==> src/rtl/mips_muldiv_pkg.sv <==
// Shared definitions for the MIPS32 iterative multiply/divide unit:
// operation encodings, FSM state type and a conditional-negate helper.
package mips_muldiv_pkg;

  // Encodings of the op input
  localparam logic [1:0] OP_MULT  = 2'b00;
  localparam logic [1:0] OP_MULTU = 2'b01;
  localparam logic [1:0] OP_DIV   = 2'b10;
  localparam logic [1:0] OP_DIVU  = 2'b11;

  // Widest operand the helper below handles; callers cast in and out of it
  localparam int MAX_WIDTH = 64;

  // Controller states
  typedef enum logic [1:0] {
    IDLE = 2'd0,
    MUL  = 2'd1,
    DIV  = 2'd2,
    FIX  = 2'd3
  } state_t;

  // Two's-complement magnitude when 'negative' is the value's sign bit;
  // used as a plain conditional negate for the result sign fix as well.
  function automatic logic [MAX_WIDTH-1:0] magnitude(input logic [MAX_WIDTH-1:0] value,
                                                     input logic                 negative);
    return negative ? -value : value;
  endfunction

endpackage

==> src/rtl/muldiv_step.sv <==
// One radix-2 iteration of the multiply/divide datapath.
// The 2*WIDTH accumulator is shared: for multiply it is {partial product
// high half, remaining multiplier bits}; for divide it is {partial
// remainder, dividend bits shifting out / quotient bits shifting in}.
module muldiv_step #(
  parameter int WIDTH = 32
) (
  input  logic               is_div,
  input  logic [2*WIDTH-1:0] acc,
  input  logic [WIDTH-1:0]   operand,
  output logic [2*WIDTH-1:0] acc_next
);

  logic [WIDTH:0] sum;
  logic [WIDTH:0] shifted;
  logic [WIDTH:0] diff;

  // Shift-add for multiply, restoring shift-subtract for divide
  always_comb begin
    sum      = '0;
    shifted  = '0;
    diff     = '0;
    acc_next = acc;
    if (!is_div) begin
      // Add the multiplicand into the high half when the current multiplier
      // bit is set, then shift the whole accumulator right by one.
      sum      = {1'b0, acc[2*WIDTH-1:WIDTH]} + (acc[0] ? {1'b0, operand} : '0);
      acc_next = {sum, acc[WIDTH-1:1]};
    end else begin
      // Bring the next dividend bit into the partial remainder and try to
      // subtract the divisor; keep the old value if the result goes negative.
      shifted = {acc[2*WIDTH-1:WIDTH], acc[WIDTH-1]};
      diff    = shifted - {1'b0, operand};
      if (diff[WIDTH]) begin
        acc_next = {shifted[WIDTH-1:0], acc[WIDTH-2:0], 1'b0};
      end else begin
        acc_next = {diff[WIDTH-1:0], acc[WIDTH-2:0], 1'b1};
      end
    end
  end

endmodule

==> src/rtl/mips_muldiv_unit.sv <==
// Iterative MULT/MULTU/DIV/DIVU unit with architectural HI/LO registers.
// Operands are converted to magnitudes on accept, WIDTH radix-2 steps run
// in MUL or DIV, and FIX applies the sign correction and writes HI/LO.
// Accept-to-done latency is fixed at WIDTH+2 edges. WIDTH must be even,
// at least 4 and at most 64.
module mips_muldiv_unit #(
  parameter int WIDTH = 32
) (
  input  logic             clock,
  input  logic             Reset,
  input  logic             start,
  input  logic [1:0]       op,
  input  logic [WIDTH-1:0] operand_a,
  input  logic [WIDTH-1:0] operand_b,
  input  logic             flush,
  input  logic             hi_we,
  input  logic             lo_we,
  input  logic [WIDTH-1:0] wr_data,
  output logic             busy,
  output logic             done,
  output logic [WIDTH-1:0] hi_out,
  output logic [WIDTH-1:0] lo_out
);

  import mips_muldiv_pkg::*;

  localparam int CNT_W = $clog2(WIDTH) + 1;
  localparam logic [CNT_W-1:0] LAST_CNT = CNT_W'(WIDTH);

  state_t state;
  state_t state_next;

  logic accept;
  logic iterate;
  logic fix_write;

  logic             op_signed;
  logic             op_div;
  logic [WIDTH-1:0] a_mag;
  logic [WIDTH-1:0] b_mag;

  logic [2*WIDTH-1:0] acc;
  logic [2*WIDTH-1:0] acc_step;
  logic [WIDTH-1:0]   operand_q;
  logic [CNT_W-1:0]   cnt;
  logic               div_q;
  logic               neg_res_q;
  logic               neg_rem_q;
  logic               div_zero_q;

  logic [2*WIDTH-1:0] prod_fix;
  logic [WIDTH-1:0]   quo_fix;
  logic [WIDTH-1:0]   rem_fix;
  logic [WIDTH-1:0]   fix_hi;
  logic [WIDTH-1:0]   fix_lo;

  logic             done_q;
  logic [WIDTH-1:0] hi_q;
  logic [WIDTH-1:0] lo_q;

  muldiv_step #(.WIDTH(WIDTH)) u_step (
    .is_div   (div_q),
    .acc      (acc),
    .operand  (operand_q),
    .acc_next (acc_step)
  );

  // Decode the requested operation and take operand magnitudes for signed ops
  always_comb begin
    op_signed = (op == OP_MULT) || (op == OP_DIV);
    op_div    = (op == OP_DIV) || (op == OP_DIVU);
    a_mag     = op_signed ? WIDTH'(magnitude(MAX_WIDTH'(operand_a), operand_a[WIDTH-1]))
                          : operand_a;
    b_mag     = op_signed ? WIDTH'(magnitude(MAX_WIDTH'(operand_b), operand_b[WIDTH-1]))
                          : operand_b;
  end

  // State register
  always_ff @(posedge clock or negedge Reset) begin
    if (!Reset) begin
      state <= IDLE;
    end else begin
      state <= state_next;
    end
  end

  // Next-state logic; MUL/DIV spend one cycle past the last step so that
  // done lands exactly WIDTH+2 edges after accept
  always_comb begin
    state_next = state;
    case (state)
      IDLE: begin
        if (start && !flush) begin
          state_next = op_div ? DIV : MUL;
        end
      end
      MUL, DIV: begin
        if (flush) begin
          state_next = IDLE;
        end else if (cnt == LAST_CNT) begin
          state_next = FIX;
        end
      end
      FIX: begin
        state_next = IDLE;
      end
      default: begin
        state_next = IDLE;
      end
    endcase
  end

  // Control outputs derived from the current state
  always_comb begin
    busy      = (state != IDLE);
    accept    = (state == IDLE) && start && !flush;
    iterate   = ((state == MUL) || (state == DIV)) && !flush && (cnt != LAST_CNT);
    fix_write = (state == FIX) && !flush;
  end

  // Working registers: load on accept, one radix-2 step per busy cycle
  always_ff @(posedge clock or negedge Reset) begin
    if (!Reset) begin
      acc        <= '0;
      operand_q  <= '0;
      cnt        <= '0;
      div_q      <= 1'b0;
      neg_res_q  <= 1'b0;
      neg_rem_q  <= 1'b0;
      div_zero_q <= 1'b0;
      done_q     <= 1'b0;
    end else begin
      done_q <= fix_write;
      if (accept) begin
        div_q      <= op_div;
        neg_res_q  <= op_signed && (operand_a[WIDTH-1] ^ operand_b[WIDTH-1]);
        neg_rem_q  <= op_signed && operand_a[WIDTH-1];
        div_zero_q <= (operand_b == '0);
        cnt        <= '0;
        if (op_div) begin
          acc       <= {{WIDTH{1'b0}}, a_mag};
          operand_q <= b_mag;
        end else begin
          acc       <= {{WIDTH{1'b0}}, b_mag};
          operand_q <= a_mag;
        end
      end else if (iterate) begin
        acc <= acc_step;
        cnt <= cnt + CNT_W'(1);
      end
    end
  end

  // Sign correction of the finished magnitudes. A zero divisor leaves the
  // dividend magnitude as remainder, which the dividend-sign fix turns
  // back into operand_a; the quotient is forced to all ones.
  always_comb begin
    prod_fix = neg_res_q ? -acc : acc;
    quo_fix  = div_zero_q ? '1
                          : WIDTH'(magnitude(MAX_WIDTH'(acc[WIDTH-1:0]), neg_res_q));
    rem_fix  = WIDTH'(magnitude(MAX_WIDTH'(acc[2*WIDTH-1:WIDTH]), neg_rem_q));
    if (div_q) begin
      fix_hi = rem_fix;
      fix_lo = quo_fix;
    end else begin
      fix_hi = prod_fix[2*WIDTH-1:WIDTH];
      fix_lo = prod_fix[WIDTH-1:0];
    end
  end

  // HI/LO: written by a completed operation, or by MTHI/MTLO while idle
  always_ff @(posedge clock or negedge Reset) begin
    if (!Reset) begin
      hi_q <= '0;
      lo_q <= '0;
    end else if (fix_write) begin
      hi_q <= fix_hi;
      lo_q <= fix_lo;
    end else if (state == IDLE) begin
      if (hi_we) begin
        hi_q <= wr_data;
      end
      if (lo_we) begin
        lo_q <= wr_data;
      end
    end
  end

  assign done   = done_q;
  assign hi_out = hi_q;
  assign lo_out = lo_q;

endmodule

==> config.mk <==
export PLATFORM = sky130hd
export DESIGN_NAME = mips_muldiv_unit
export DESIGN_NICKNAME = d
export VERILOG_FILES = /design/src/rtl/mips_muldiv_pkg.sv /design/src/rtl/muldiv_step.sv /design/src/rtl/mips_muldiv_unit.sv
export SDC_FILE = /design/constraint.sdc
export NUM_CORES = 1
export LEC_CHECK = 0
export ABC_AREA = 1
export ABC_CLOCK_PERIOD_IN_PS = 8400
export CORE_ASPECT_RATIO = 1.1
export CORE_MARGIN = 1.5
export CORE_UTILIZATION = 55
export CTS_BUF_LIST = sky130_fd_sc_hd__clkbuf_16
export DETAILED_ROUTE_END_ITERATION = 7
export HOLD_SLACK_MARGIN = 0.12
export PLACE_DENSITY = 0.77
export SLEW_MARGIN = 30
export SYNTH_ARGS = -nofsm -noshare
export SYNTH_HDL_FRONTEND = slang
export SYNTH_SLANG_ARGS = --single-unit
==> constraint.sdc <==
create_clock -name clock -period 8.4 [get_ports clock]
set_clock_uncertainty 0.1 [all_clocks]
set_input_delay 1.26 -clock clock [delete_from_list [all_inputs] [get_ports clock]]
set_output_delay 1.26 -clock clock [all_outputs]
set_load 0.02 [all_outputs]
Yosys cells after proc, flatten, opt, wreduce, memory -nomap -nowiden
Cells that the tools add are included.

Register bits: 173. Input bits: 104. Output and inout bits: 66.

Add/sub/neg operators: 8. Eq/ne operators: 9. Mux-type cells: 30. Bitwise operators: 1. Reduce and logical (&&, ||, !) cells: 24.

Operators with widths (count): $mux W32 (18); $mux W64 (5); $neg A32 Y32 (4); $neg A64 Y64 (1); $add A32 B33 Y33 (1); $sub A33 B32 Y33 (1); $logic_not A32 Y1 (1); $mux W6 (2); $reduce_bool A2 Y1 (5); $eq A2 B2 Y1 const B (4); $logic_and A1 B1 Y1 (8); $mux W2 (4); $add A6 B1 Y6 const B (1); $eq A6 B6 Y1 const B (1); $ne A6 B6 Y1 const B (1); $pmux W2 S3 (1); $reduce_and A2 Y1 (3); $logic_not A2 Y1 (2); $logic_or A1 B1 Y1 (3); $ne A3 B3 Y1 const B (1); $eq A2 B1 Y1 const B (1); $ne A2 B2 Y1 const B (1); $reduce_or A2 Y1 (1); $logic_not A1 Y1 (1); $xor A1 B1 Y1 (1).

Logic depth before layout (Yosys ltp)
Depth in word-level cells: 6. Gate-level depth with buffers: 22. Gate-level depth less buffers: 20.

Cells and area by module
Synthesis repeated with hierarchy kept, for this count alone.

Cells, all modules: 3186. Area, all modules: 18684.2 um2.

Modules (own cells, without submodules): mips_muldiv_unit (instances 1, cells an instance 1876, area each 12228.0 um2, seq. area each 4329.2 um2); muldiv_step (instances 1, cells an instance 1310, area each 6456.2 um2, seq. area each 0.0 um2).

Worst setup path before layout
Ideal clock, no wire load.

Kind: input-to-reg. Start point: input port operand_a[0]. End point: register acc[22]. Arrival time: 2540 ps. Required time: 8180 ps. Slack: 5641 ps. Stages on the path: 11. Path buffers: 0. Cell sequence: inv_1 ha_1 nand3_1 nor2_1 nand2_1 o21ai_2 nand3_1 nand3_1 nand3_1 o21ai_0 inv_1.

Cells in the longest elaborated chain, start to end: 5.

Ends and longest elaborated chain: start, declared (line mips_muldiv_unit.sv:13) `input logic [WIDTH-1:0] operand_a,`; $neg A32 Y32 (line mips_muldiv_pkg.sv:26) `return negative ? -value : value;`; $mux W32 (line mips_muldiv_pkg.sv:26); $mux W32 (line mips_muldiv_unit.sv:72) `a_mag = op_signed ? WIDTH'(magnitude(MAX_WIDTH'(operand_a), operand_a[WIDTH-1]))`; $mux W32 (line mips_muldiv_unit.sv:140) `if (op_div) begin`; $mux W64 (line mips_muldiv_unit.sv:134) `if (accept) begin`; end signal, assigned (line mips_muldiv_unit.sv:141) `acc <= {{WIDTH{1'b0}}, a_mag};`; end signal, assigned (line mips_muldiv_unit.sv:144) `acc <= {{WIDTH{1'b0}}, b_mag};`; end signal, assigned (line mips_muldiv_unit.sv:148) `acc <= acc_step;`; end, declared (line mips_muldiv_unit.sv:42) `logic [2*WIDTH-1:0] acc;`.

Every way passes these cells. A chain may end at the register's enable or synchronous reset.

Worst setup path after layout
Start point: input port flush. End point: register acc[13].

Cells in the longest elaborated chain, start to end: 4. Elaborated cells between the ends (all ways): 6. Those cells by class: mux (1); reduce/logical (5).

Ends and longest elaborated chain: start, declared (line mips_muldiv_unit.sv:15) `input logic flush,`; $logic_not A1 Y1 (*) (line mips_muldiv_unit.sv:116, mips_muldiv_unit.sv:117); $logic_and A1 B1 Y1 (2 in series) (line mips_muldiv_unit.sv:117) `iterate = ((state == MUL) || (state == DIV)) && !flush && (cnt != LAST_CNT);`; $reduce_bool A2 Y1 (no source line).

Every way passes the cells marked *; elsewhere a longest branch is shown, timed or not.

==> impl_metrics.csv <==
group,metric,value,unit
timing,finalWorstSetupSlack,4330,ps
synth,yosysWarnings,0,
synth,synth_top_area_frac,0.237,
synth,synth-main-ff-cell,"dfrtp_1",
worst_setup_path,critPathMaxFanout,34,
clock_tree,cts_setup_buffers,0,
timing,clock.fmax,246,MHz
drt,drt_pass1_iterations,6,
synth,async_reset_ff_frac,1.00,
synth,ys_seq_area_frac,0.237,
drt,ant_nets,0,
clock_tree,cts_tree,"done",
global_route,grt_pass1_wl,114,mm
layout,fin_nets,3424,
pwr,leakage,11.1,nW
synth,synthTopCellsByArea,"dfrtp_1 (24%), nand2_1 (22%), inv_1 (11%)",
worst_setup_path,path_class,"input pin to register",
floorplan,core_area,32500,sq um
timing,period_minus_slack,4070,ps
timing,hold_viol_final,0,
worst_setup_path,arrival,4360,ps
synth,synth_area,18300,sq um
clock_tree,clk_pin_slew,80,ps
global_route,grt_use_total,0.435,
clock_tree,htreeDepth,4,
timing,slew_violations,0,
synth,synth_commonest_cells,"nand2_1 (1073), inv_1 (514), nand3_1 (329)",
drt,remaining_drc_errors,0,
layout,drive_gt1_frac,0.0331,
timing,finalSetupTns,0,ps
placed_design,io_buffers,169,
clock_tree,cts_resized,0,
pwr,vdd_drop_max,0.261,mV
floorplan,die_area,34400,sq um
timing,fin_crit_sh,0.485,
global_route,grt_pass1_vias,20200,
timing,rsz0062_at_grt,"false",
layout,syn2layout_area_growth,14.0,%
layout,fillCellCount,3014,
layout,post-route-util,0.641,
drt,wire_per_inst,20.3,um
placed_design,gp_congestion,1.09,
hold_path,hold_path_class,"register to register",
synth,synth_most_common_cell,"nand2_1",
job,drv_cap,0,
synth,ys_types,53,
timing,final-setup-viol-count,0,
drt,vias,22100,
timing,maxSlewHeadroom,0.374,
floorplan,rows,69,
drt,wl,75.0,mm
clock_tree,ctsHoldBuffers,0,
drt,drtIter0Drc,2901,
synth,yosysTopAreaCell,"dfrtp_1",
floorplan,num_io_pins,170,
global_route,antenna_found_initial,2,
clock_tree,clock_latency,450,ps
clock_tree,clock_sinks,173,
synth,avgSynthCellArea,5.83,sq um
layout,regArea,4330,sq um
clock_tree,cts_buffer_depth,2,
outcome,status,"complete, no violations",
floorplan,die_width,177,um
floorplan,fp.dieH,194,um
drt,vias_per_cell,5.99,
global_route,grt_max_degree,75,
pwr,powerDensity,432,nW/um^2
synth,syn_nets,3314,
layout,multi_input_area,11600,sq um
clock_tree,clock-root-buffer,"clkbuf_16",
synth,synth_edf_count,0,
worst_setup_path,crit_required,8690,ps
worst_setup_path,critPathLaunchType,"input pin",
placed_design,dp_slack,3970,ps
global_route,gr-total-overflow,0,
clock_tree,cts_made_buffers,17,
synth,synth_seq_cells,173,
timing,worstMarginPinSlew,938,ps
synth,syn_inst,3136,
floorplan,start_util,0.562,
worst_setup_path,critPathCaptureType,"register",
placed_design,hpwl,60.8,mm
## cell type report
type                    instances  share of cell area
multi-input cells            2347               0.557
flip-flops and latches        173               0.208
inverters                     521              0.0938
repair buffers                186              0.0875
well taps                     426              0.0256
clock buffers                  17              0.0204
clock inverters                15             0.00822
diodes                          3            0.000360
## routing by layer
metal	vias to the layer above	wire length, um	track usage	share of wire
met4	2	4600	0.240	0.061
met1	10100	29000	0.566	0.39
li1	10300	-	-	-
met2	1510	32000	0.657	0.43
met5	-	41	0	0.00055
met3	258	9280	0.107	0.12
## cell usage in the layout (no fill, tap or decap), types with 14 or more instances in the layout
cell type / netlist / routed
nand2_1: 1073 / 1072
inv_1: 514 / 514
nand3_1: 329 / 329
nor2_1: 262 / 257
dfrtp_1: 173 / 173
clkdlybuf4s50_1: 0 / 168
o21ai_0: 143 / 143
a21oi_1: 88 / 88
ha_1: 72 / 72
nand4_1: 56 / 56
xor2_1: 47 / 47
o211ai_1: 42 / 42
nor3_1: 39 / 39
o221ai_1: 26 / 26
xnor2_1: 18 / 18
clkbuf_16: 0 / 17
buf_4: 2 / 16
a221oi_1: 14 / 14
## critical path: stages
cell	delay, ps
clkdlybuf4s50_1	400
inv_1	150
nand2_1	130
nor2_4	90
buf_4	370
inv_2	290
nor2_2	140
buf_4	350
inv_1	510
or2_2	460
nand3_1	90
nand2_1	50
inv_1	50
## state kept, by name, summed over array words and instances (netlist names), 2 cells and up
name,flops
cnt,6
state,2
hi_out,32
lo_out,32
operand_q,32
acc,64
## metrics by stage
stage               instance area, sq um  total power [mW]  instances  hold slack (ps)
global placement                   20200              7.79       3653              386
finish                             20800              9.00       3688              407
CTS                                20800              8.76       3685              410
detailed placement                 20200              7.91       3653              391
floorplan                          18300              5.86       3136              347
global route                       20800              9.68       3685              438
## report_power, final
| group | switching (mW) | internal (mW) |
|---|---|---|
| registers | 0.705 | 1.23 |
| logic | 4.18 | 2.05 |
| clock network | 0.425 | 0.402 |
## kinds of logic (layout without fill, tap and decap cells)
kind of cell	Yosys count	after routing	share of synthesized area
simple gates	1833	1833	0.425
flops	173	173	0.237
buf+inv	616	739	0.131
other cells	0	3	0
xor+xnor	65	65	0.0311
fa+ha+maj	74	74	0.0514
compound gates	375	375	0.125
## worst paths after layout
| check | startpoint | endpoint | slack (ps) | depth (start not counted) |
|---|---|---|---|---|
| max | flush | acc[13] | 4330 | 13 |
| min | lo_out[15] | lo_out[15] | 410 | 2 |
| max reg2reg | state[0] | acc[13] | 4880 | 13 |
| min reg2reg | lo_out[15] | lo_out[15] | 410 | 2 |
| max in group asynchronous | Reset | lo_out[13] | 6400 | 2 |
| min in group asynchronous | Reset | acc[61] | 610 | 1 |
No activity file was read; power rests on OpenSTA's default activity.
